<file path="src/rtl/down_counter_timer.sv">
// down_counter_timer: loadable down counter/interval timer with terminal-count pulse
// Ports:
//   clk, rst        clock and synchronous active-high reset
//   start, stop     arm with load_val/auto_reload, or abort to IDLE (stop wins)
//   load_val        start value, captured with start
//   auto_reload     1 = periodic, 0 = one-shot, captured with start
//   en              count enable, effective only in RUN
//   count           registered counter value
//   tc              one-cycle terminal-count pulse
//   busy, done      state RUN / state DONE
module down_counter_timer #(
   parameter int WIDTH = 3
) (
   input  logic             clk,
   input  logic             rst,
   input  logic             start,
   input  logic             stop,
   input  logic [WIDTH-1:0] load_val,
   input  logic             auto_reload,
   input  logic             en,
   output logic [WIDTH-1:0] count,
   output logic             tc,
   output logic             busy,
   output logic             done
);
   typedef enum logic [1:0] {IDLE, RUN, DONE} state_t;
   state_t           state, state_n;
   logic [WIDTH-1:0] reload_val, reload_n, count_n;
   logic             mode, mode_n, tc_n;
   always_ff @(posedge clk) begin
      if (rst) begin
         state      <= IDLE;
         count      <= '0;
         reload_val <= '0;
         mode       <= 1'b0;
         tc         <= 1'b0;
      end else begin
         state      <= state_n;
         count      <= count_n;
         reload_val <= reload_n;
         mode       <= mode_n;
         tc         <= tc_n;
      end
   end
   always_comb begin
      state_n  = state;
      count_n  = count;
      reload_n = reload_val;
      mode_n   = mode;
      tc_n     = 1'b0;
      if (stop) begin
         state_n = IDLE;
         count_n = '0;
      end else if (start) begin
         reload_n = load_val;
         mode_n   = auto_reload;
         count_n  = load_val;
         tc_n     = (load_val == '0);
         state_n  = (load_val == '0 && !auto_reload) ? DONE : RUN;
      end else if (state == RUN && en) begin
         if (count > WIDTH'(1)) begin
            count_n = count - WIDTH'(1);
         end else if (count == WIDTH'(1)) begin
            count_n = '0;
            tc_n    = 1'b1;
            state_n = mode ? RUN : DONE;
         end else begin
            // Periodic reload from zero; a zero reload value re-fires tc on alternate edges
            count_n = reload_val;
            tc_n    = (reload_val == '0) && !tc;
         end
      end
   end
   assign busy = (state == RUN);
   assign done = (state == DONE);
endmodule

</file>
<file path="config.mk">
export PLATFORM = sky130hd
export DESIGN_NAME = down_counter_timer
export DESIGN_NICKNAME = d
export VERILOG_FILES = /design/src/rtl/down_counter_timer.sv
export SDC_FILE = /design/constraint.sdc
export NUM_CORES = 1
export LEC_CHECK = 0
export BUFFER_PORTS_ARGS = -buffer_cell sky130_fd_sc_hd__buf_2
export CORE_MARGIN = 1.5
export CORE_UTILIZATION = 40
export DETAILED_ROUTE_END_ITERATION = 16
export GPL_TIMING_DRIVEN = 0
export SYNTH_ARGS = -nofsm -noshare
export SYNTH_HDL_FRONTEND = slang
export SYNTH_SLANG_ARGS = --single-unit
</file>
<file path="constraint.sdc">
create_clock -name clk -period 2.1 [get_ports clk]
set_input_delay 0.21 -clock clk [delete_from_list [all_inputs] [get_ports clk]]
set_output_delay 0.21 -clock clk [all_outputs]
set_load 0.01 [all_outputs]
</file>
# After elaboration in Yosys (flattened, before gate mapping)
# Index checks and enable logic that the tools add are counted.
# classes
reduce_logical	12
n_mux	14
add_sub_neg	1
magnitude_cmp	1
bitwise_logic	1
eq_ne	4
# ops
cell	n
$mux 2	6
$mux 3	4
$logic_not 3->1	2
$mux 1	4
$reduce_bool 2->1	2
$eq 3x1->1 const B	1
$gt 3x1->1 const B	1
$logic_and 1x1->1	3
$reduce_and 3->1	1
$sub 3x1->3 const B	1
$eq 2x1->1 const B	1
$eq 2x2->1 const B	1
$logic_not 1->1	2
$ne 2x2->1 const B	1
$reduce_and 2->1	1
$reduce_or 2->1	1
$not 1->1	1
# totals
word_cells	38
in_bits	9
register_bits	10

# Longest topological paths before layout
# depth
depth_word	6
depth_mapped	6

# Least setup slack after synthesis
# OpenSTA, ideal clock, no wires.
# synth_timing
kind	flip-flop to flip-flop
start	register count[1]
end	register count[2]
path_stages_with_launch	5
required_time_ns	2.005
arrival_time_ns	1.410
slack_ns	0.595
n_path_buf	0
cell_sequence	dfxtp_1 > inv_1 > ha_1 > or4_1 > a221oi_1
# synth_via
elab_chain_cells	5
elab_cells_between_ends	7
# synth_lines
element	line_no	text
start, declared	21	output logic [WIDTH-1:0] count,
start signal, assigned	39	count <= count_n;
parallel branches: the longest is 2 deep, another holds $sub 3x1->3	--	
$mux 3 *	61	if (count > WIDTH'(1)) begin
$mux 3 *	60	end else if (state == RUN && en) begin
$mux 3 *	54	end else if (start) begin
# Mark *: on every way between the ends. The select of a mux whose other input is x is not followed.
# A chain may end at the register's enable or synchronous reset.

# Worst setup path in the final report
# Same ends and word-level chain as after synthesis.

==> flow_metrics.tcl <==
set metrics [dict create \
    dieArea_um2 1648 \
    yosys.cell_count.top_type "sky130_fd_sc_hd__dfxtp_1" \
    detailroute.via_count 527 \
    critical_path.reg2reg.startpoint "count[1]" \
    min-delay-start "rst" \
    timing.critical_path.fanout_max 6 \
    placed_standard_cell_area_um2 654.4 \
    numClockSinks 10 \
    count_of_max_cap_constraint_violations 0 \
    post_synth_instance_area_um2 565.5 \
    dieHeight_um 40.60 \
    yosys-top-cells-count "10 x sky130_fd_sc_hd__dfxtp_1, 6 x sky130_fd_sc_hd__nor2_1, 6 x sky130_fd_sc_hd__nor2b_1" \
    worst-setup-path-type "reg -> reg" \
    tritoncts "yes" \
    grt_util_all_layers_pct 17.45 \
    dieWidth_um 40.60 \
    fp.coreArea_um2 1318 \
    worst_slew_pin_slew_ns 0.4319 \
    slew_headroom_pct 71.21 \
    run_status "finished, final reports clean" \
    critPathRequiredTime_ns 2.27 \
    post_cts_hold_buffer_count 0 \
    clk_transition_reported_paths_ns 0.06 \
    antenna_cells 0 \
    post_route_cells_drive_above_1_share_pct 25.30 \
    clock_tree.buffer_depth 2 \
    synth-edff-count 0 \
    slew_viol_final 0 \
    r2r-end "count[2]" \
    unrepaired_setup_endpoints_after_global_routing "no" \
    timing.fmax_mhz 635.6 \
    cts_setup_buffers 0 \
    timing.hold.worst.class "in -> reg" \
    synth.largest_area_cell "sky130_fd_sc_hd__dfxtp_1" \
    layout.nets 95 \
    avgSynthCellArea_um2 8.701 \
    startpoint_type "flop" \
    drtIter0Drc 11 \
    grt_start_max_net_pins 11 \
    yosysTopAreaCellShare_pct 35.40 \
    grt_overflow 0 \
    firstDrtPassIters 4 \
    asyncSetResetFlopFracSynth_pct 0 \
    cp_slowest_cell "sky130_fd_sc_hd__or4_1" \
    timing.final.setup_violations 0 \
    drc 0 \
    max-vdd-ir-drop_uv 416.3 \
    netlist_instances 65 \
    hold_path_end "mode" \
    hold_viol 0 \
    post_cts_resize_count 0 \
    mappedNetlistNets 76 \
    post-route-util_pct 52.42 \
    gpl.final_weighted_congestion 0.8196 \
    worst_clock_skew_ns 0.001988 \
    reg2reg_slack_ns 0.53 \
    synth_area_leaders "sky130_fd_sc_hd__dfxtp_1 35%, sky130_fd_sc_hd__mux2i_1 7.1%, sky130_fd_sc_hd__nor2b_1 6.6%" \
    worst_ep_arrival_time_ns 1.74 \
    finalCritPeriodShare_pct 74.92 \
    min_delay_path_depth 2 \
    critical_path.cell_chain "inv_1 -> ha_1 -> or4_1 -> a221oi_1" \
    areaGrowthSynthToFinish_pct 22.12 \
    final_area_um2 690.7 \
    finalWorstPathRequiredPeriod_ns 1.573 \
    grt_antenna_before_repair 0 \
    p_total_w 0.0004406 \
    avgViaCountPerCell 5.378 \
    clk_latency_ns 0.26 \
    tritoncts.num_buffers 3 \
    synth.yosys.seq_area_share_pct 35.40 \
    critical_path_end_type "flop" \
    port-buffer-count 14 \
    grt_pass1_vias 406 \
    synthesis.yosys.warnings 0 \
    synth_seq_cells 10 \
    pwr_per_cell_area_nw_per_um2 637.9 \
    rows 13 \
    cts-root-buf "sky130_fd_sc_hd__clkbuf_4" \
    place.detailed.hpwl_um 906.4 \
    cp_num_buf_inv 1 \
    routedWlPerCell_um 12.32 \
    setup_tns_ns 0 \
    yosys.cell_types.count 28 \
    grt_pass1_wl_mm 1.787 \
    reg2regPathDepth 4 \
    slowest_delay_ns 0.47 \
    ant_nets 0 \
    dominantRegCellSynth "sky130_fd_sc_hd__dfxtp_1" \
    power.static_leakage_nw 0.2885 \
    io-pin-count 15 \
    initial_core_util_pct 42.92 \
    detail_route.wirelength_mm 1.207 \
    worst_path_dominant_cell_family "simple AND/OR/NAND/NOR gates" \
    clock_tree.htree_level_count 1 \
]
-- per-stage QoR --
| stage | setup slack (ns) | std cells | hold slack (ns) |
|---|---|---|---|
| 2_1_floorplan | 0.5947 | 65 | 0.2824 |
| 3_5_place_dp | 0.5501 | 94 | 0.4409 |
| 6_report | 0.5266 | 98 | 0.1668 |
| 5_1_grt | 0.3717 | 98 | 0.1690 |
| 4_1_cts | 0.5352 | 98 | 0.1576 |
| 3_3_place_gp | 0.5580 | 94 | 0.4399 |
-- cell type report --
cell class                 count  area [um^2]
clock buffer                   4        36.28
timing repair buffer          14        70.07
multi-input combinational     49        335.3
tap                           15        18.77
fill                         138        626.9
buffer                         3        18.77
sequential                    10        200.2
inverter                       3        11.26
-- logic make-up (layout without fill, tap and decap cells) --
kind of cell               Yosys count  count (layout)  synth area share (%)
DFF                                 10              10                 35.40
muxes                                4               4                 7.080
adders and majority gates            2               2                 4.424
buffers and inverters                6              24                 5.310
and+or+nand+nor                     30              30                 31.86
AOI/OAI and AO/OA                   13              13                 15.93
-- power by group --
group / internal [W] / switching [W] / total, W
Combinational: 0.0000307 / 0.0000340 / 0.0000647
Clock: 0.000105 / 0.0000648 / 0.000170
Sequential: 0.000197 / 0.00000864 / 0.000206
Total: 0.000333 / 0.000107 / 0.000441
-- state kept, by name (all words and copies together) (netlist names) --
register,cells
count,3
reload_val,3
state,2
mode,1
tc,1
-- cells in the final DEF, fill, tap and decap left out, types with 2 or more instances in the layout --
master	n
sky130_fd_sc_hd__buf_2	14
sky130_fd_sc_hd__dfxtp_1	10
sky130_fd_sc_hd__nor2b_1	6
sky130_fd_sc_hd__nor2_1	6
sky130_fd_sc_hd__a21oi_1	5
sky130_fd_sc_hd__mux2i_1	4
sky130_fd_sc_hd__nor4_1	4
sky130_fd_sc_hd__inv_1	3
sky130_fd_sc_hd__clkbuf_4	3
sky130_fd_sc_hd__clkbuf_1	2
sky130_fd_sc_hd__nand2_1	2
sky130_fd_sc_hd__o31ai_1	2
sky130_fd_sc_hd__nor3_1	2
sky130_fd_sc_hd__nand2b_1	2
sky130_fd_sc_hd__ha_1	2
-- metal layers --
metal	share of wire (%)	track usage (%)	vias to the layer above
met5	0	0	-
met4	0	2.500	0
met3	4.9	10.00	0
met2	44	23.41	10
met1	51	24.25	239
li1	-	-	278
-- worst max path at each step --
stage	start	end	slack, ns	cells past startpoint
2_1_floorplan	count[1]	count[2]	0.59	4
6_report	count[1]	count[2]	0.53	4
4_1_cts	count[1]	count[2]	0.54	4
3_3_place_gp	count[1]	count[2]	0.56	4
3_5_place_dp	count[1]	count[2]	0.55	4
5_1_grt	count[1]	count[2]	0.37	4
(Power assumes the default switching activity.)
